==> src/rtl/stopwatch_ctrl_pkg.sv <==
// stopwatch_ctrl_pkg: state encoding and BCD constants shared by the stopwatch blocks
package stopwatch_ctrl_pkg;
  typedef enum logic [1:0] {
    S_IDLE  = 2'd0,
    S_RUN   = 2'd1,
    S_PAUSE = 2'd2,
    S_DONE  = 2'd3
  } state_t;
  localparam int BCD_W = 4;
  localparam logic [BCD_W-1:0] DIGIT_MAX = 4'd9;
endpackage

==> src/rtl/tick_prescaler.sv <==
// tick_prescaler: mod-M counter with enable, sync clear and async reset; tc_o flags count==M-1
module tick_prescaler #(
  parameter int M = 1000,
  parameter int N = 10
) (
  input  logic         clk,
  input  logic         reset,
  input  logic         en_i,
  input  logic         clr_i,
  output logic [N-1:0] cnt_o,
  output logic         tc_o
);
  logic [N-1:0] cnt_q, cnt_d;
  assign tc_o  = cnt_q == N'(M - 1);
  assign cnt_o = cnt_q;
  always_comb cnt_d = clr_i ? '0 : !en_i ? cnt_q : tc_o ? '0 : cnt_q + N'(1);
  always_ff @(posedge clk or posedge reset)
    if (reset) cnt_q <= '0;
    else cnt_q <= cnt_d;
endmodule

==> src/rtl/stopwatch_ctrl.sv <==
// stopwatch_ctrl: start/stop/clear FSM driving a 3-digit BCD counter, one count per TICK_M cycles
module stopwatch_ctrl
  import stopwatch_ctrl_pkg::*;
#(
  parameter int TICK_M = 1000,
  parameter int TICK_N = 10
) (
  input  logic             clk,
  input  logic             reset,
  input  logic             start,
  input  logic             stop,
  input  logic             clear,
  output logic [1:0]       state,
  output logic             tick,
  output logic [BCD_W-1:0] d2,
  output logic [BCD_W-1:0] d1,
  output logic [BCD_W-1:0] d0,
  output logic             done
);
  state_t state_q, state_d;
  logic [BCD_W-1:0] d2_q, d1_q, d0_q, d2_d, d1_d, d0_d;
  logic [TICK_N-1:0] pre_cnt;
  logic pre_tc, w0, w1, at_max;
  tick_prescaler #(.M(TICK_M), .N(TICK_N)) u_pre (
    .clk   (clk),
    .reset (reset),
    .en_i  (state_q == S_RUN),
    .clr_i (clear),
    .cnt_o (pre_cnt),
    .tc_o  (pre_tc)
  );
  always_comb assert ({1'b0, pre_cnt} < (TICK_N + 1)'(TICK_M));
  assign tick   = (state_q == S_RUN) && pre_tc;
  assign done   = state_q == S_DONE;
  assign state  = state_q;
  assign {d2, d1, d0} = {d2_q, d1_q, d0_q};
  assign w0     = d0_q == DIGIT_MAX;
  assign w1     = d1_q == DIGIT_MAX;
  assign at_max = w0 && w1 && (d2_q == DIGIT_MAX);
  // a committed tick outranks stop so the count lands before pausing
  always_comb begin
    state_d = state_q;
    {d2_d, d1_d, d0_d} = {d2_q, d1_q, d0_q};
    if (clear) begin
      state_d = S_IDLE;
      {d2_d, d1_d, d0_d} = '0;
    end else if (tick) begin
      if (at_max) state_d = S_DONE;
      else begin
        d0_d = w0 ? '0 : d0_q + 4'd1;
        d1_d = w0 ? (w1 ? '0 : d1_q + 4'd1) : d1_q;
        d2_d = (w0 && w1) ? d2_q + 4'd1 : d2_q;
        state_d = stop ? S_PAUSE : S_RUN;
      end
    end else if (stop && state_q == S_RUN) state_d = S_PAUSE;
    else if (start && (state_q == S_IDLE || state_q == S_PAUSE)) state_d = S_RUN;
  end
  always_ff @(posedge clk or posedge reset)
    if (reset) begin
      state_q <= S_IDLE;
      {d2_q, d1_q, d0_q} <= '0;
    end else begin
      state_q <= state_d;
      {d2_q, d1_q, d0_q} <= {d2_d, d1_d, d0_d};
    end
endmodule

==> config.mk <==
export PLATFORM = sky130hd
export DESIGN_NAME = stopwatch_ctrl
export DESIGN_NICKNAME = d
export VERILOG_FILES = /design/src/rtl/stopwatch_ctrl_pkg.sv /design/src/rtl/tick_prescaler.sv /design/src/rtl/stopwatch_ctrl.sv
export SDC_FILE = /design/constraint.sdc
export NUM_CORES = 1
export LEC_CHECK = 0
export BUFFER_PORTS_ARGS = -buffer_cell sky130_fd_sc_hd__buf_2
export CAP_MARGIN = 20
export CORE_MARGIN = 8
export CORE_UTILIZATION = 40
export DETAILED_ROUTE_END_ITERATION = 10
export PLACE_DENSITY = 0.64
export SYNTH_ARGS = -nofsm -noshare
export SYNTH_HDL_FRONTEND = slang
export SYNTH_SLANG_ARGS = --single-unit
==> constraint.sdc <==
create_clock -name clk -period 3.3 [get_ports clk]
set_input_delay 0.33 -clock clk [delete_from_list [all_inputs] [get_ports clk]]
set_output_delay 0.33 -clock clk [all_outputs]
set_load 0.03 [all_outputs]
==> qor.csv <==
metric,value,unit
# setup viols final,0,
CP arrival,1.97,ns
type of origin of the critical path,flip-flop,
layout cell share with drive strength beyond 1,16.4,%
Die H,74.5,um
Worst-Margin Slew,0.628,ns
Clock Latency Late Sink,0.31,ns
Die Width,74.5,um
core box area,0.00331,sq mm
status,completed,
"most common cell after layout, fill and taps aside",dfrtp_1,
part of the power in registers,64.5,%
switch share,24.4,%
cts bufs inserted,3,
initial antenna violation count,0,
"commonest cells after routing, fill and taps aside","24 x dfrtp_1, 20 x buf_2, 14 x nor2_1",
maxcap violations,0,
antenna diode count,0,
hold crit path type,input port to flip-flop,
Mapped Nets,158,
GPL Wtd Cong,0.796,
clock sink total,24,
# nets final,179,
H-tree levels,1,
Layout area overhead,13.6,%
row count,21,
Initial Utilization,41.4,%
post-CTS sizing,0,
final wirelength,2860,um
main combinational cell family by area after synthesis,simple AND/OR/NAND/NOR gates,
Comb power frac,8.2,%
Netlist cell types,33,
Setup crit end kind,output port,
P_int,0.000354,W
Pwr Density,300,mW/mm^2
GRT Util Overall,11.0,%
total congestion overflow,0,
peak supply drop,258,uV
Lkg Pwr,0.713,nW
Ys Warns,0,
RSZ-0062 raised after global routing,false,
simple-gate share of the synthesized area,23.8,%
Place WS,1.19,ns
vias per cell,5.38,
Worst-path clk slew,0.12,ns
Synth Area in Adders,6.39,%
WHS,0.218,ns
multiplexer share of the synthesized area,1.64,%
num ports,21,
Final Power,0.000468,W
xor/xnor share of the synthesized area,5.11,%
Crit Path Category,flip-flop to output port,
Area after DPL,0.00150,sq mm
DP HPWL,2050,um
port bufs,20,
Routed WL per cell,13.5,um
Root Buffer,clkbuf_4,
area of the die,0.00555,sq mm
fmax,435,MHz
Post-Synthesis Cell Area,0.00137,sq mm
Clock Path Buffers,2,
drc violations,0,
fin area,0.00156,sq mm
fin crit share,69.7,%
antenna violation net count after detailed routing,0,
P_sw,0.000114,W
Clock power frac,27.3,%
Post-Synthesis Cells,146,
Seq cells post-synth,24,
largest net degree at the start of global routing,26,
crit path max fanout,24,
Detailed Routing Iterations Pass 1,4,
DRT iter0 DRCs,44,
CP Data Required Time,2.97,ns
Setup Skew,0.00713,ns
Tmin final,2.30,ns
CTS tree,done,
first-pass GRT wire length,4870,um
setup ws final,1.00,ns
sequential share of the synthesized area,43.8,%
relative slew slack,58.1,%
vias in the first global route,1098,
Vias,1135,
Final TNS setup,0,ns
Mean Syn Cell Area,9.38,sq um
Final Hold Violating Endpoints,0,
complex-gate fraction of the synthesized area,14.4,%
Max Slew Vio Count,0,
==> critical path: stages, from the launching register on <==
cell and delay (ns):
dfrtp_1 0.46, nand4bb_1 0.25, or4_4 0.68, inv_1 0.08
buf_2 0.19
==> cells in the mapped netlist <==
library cell	count	area (sq um)
ha_1	7	87.6
o31ai_1	3	22.5
buf_2	1	5.00
a211oi_1	1	7.51
xnor2_1	1	8.76
clkbuf_1	3	11.3
a2bb2oi_1	1	8.76
buf_6	1	11.3
o2111ai_1	4	35.0
xor2_1	7	61.3
or4_1	4	30.0
nor3_1	4	20.0
or3_1	6	37.5
a311oi_1	1	8.76
nand4bb_1	1	11.3
and3b_1	2	17.5
and3_1	3	18.8
buf_1	1	3.75
nor2_1	14	52.6
mux2_2	2	22.5
nand2_1	5	18.8
dfrtp_1	24	601
nor2b_1	3	18.8
a21oi_1	12	60.1
inv_1	9	33.8
nand3_1	5	25.0
or2b_1	1	7.51
nand3b_1	3	22.5
o21ai_0	11	55.1
nand2b_1	1	6.26
or4b_1	1	10.0
or4_4	1	11.3
and2_1	3	18.8
==> sequential cells by signal (all words and copies together) (netlist names) <==
signal	cells
d1	4
d2	4
state	2
d0	4
u_pre.cnt_o	10
==> through the flow <==
step	utilization (%)	instances
2_1_floorplan	-	146
3_3_place_gp	45.2	206
3_5_place_dp	45.2	206
4_1_cts	45.9	209
5_1_grt	47.0	211
6_report	47.0	211
==> power groups by stage <==
stage               clock network (W)  logic [W]  registers [W]
detailed placement                  0  0.0000343       0.000307
finish                       0.000128  0.0000385       0.000302
CTS                          0.000136  0.0000345       0.000302
global placement                    0  0.0000338       0.000307
global route                 0.000147  0.0000437       0.000303
floorplan                           0  0.0000213       0.000310
==> cells by family after synthesis <==
| group | Yosys count |
|---|---|
| fa+ha+maj | 7 |
| xor+xnor | 8 |
| flops | 24 |
| buf+inv | 15 |
| mux | 2 |
| simple gates | 57 |
| compound gates | 33 |
==> routing by layer <==
metal | part of all wire (%) | track usage, %
met5 | 0 | 0
met4 | 1.0 | 2.83
met3 | 5.0 | 3.23
met2 | 50 | 19.6
met1 | 43 | 12.3
==> timing repair <==
| item | CTS | global route |
|---|---|---|
| endpoints found under the setup margin | 0 | 0 |
| hold endpoints to repair | 0 | 5 |
| buffers inserted | 0 | 0 |
| hold buffers | 0 | 1 |
==> worst paths after layout <==
kind	from	end	slack (ns)	cells after the start
setup reg to reg	u_pre.cnt_o[3]	d1[1]	1.17	4
hold reg to reg	u_pre.cnt_o[1]	u_pre.cnt_o[1]	0.57	2
max in group asynchronous	reset	d2[2]	2.39	4
setup / recovery	u_pre.cnt_o[3]	tick	1.00	4
min in group asynchronous	reset	state[1]	0.50	3
hold / removal	stop	state[0]	0.22	2
==> final cells by class <==
type | instances | area, sq um
fillers | 329 | 1750
flip-flops and latches | 24 | 601
inverters | 9 | 33.8
well taps | 46 | 57.6
repair buffers | 22 | 138
clock buffers | 3 | 22.5
multi-input cells | 107 | 704
Note: power is estimated with default switching activity, not from simulation.
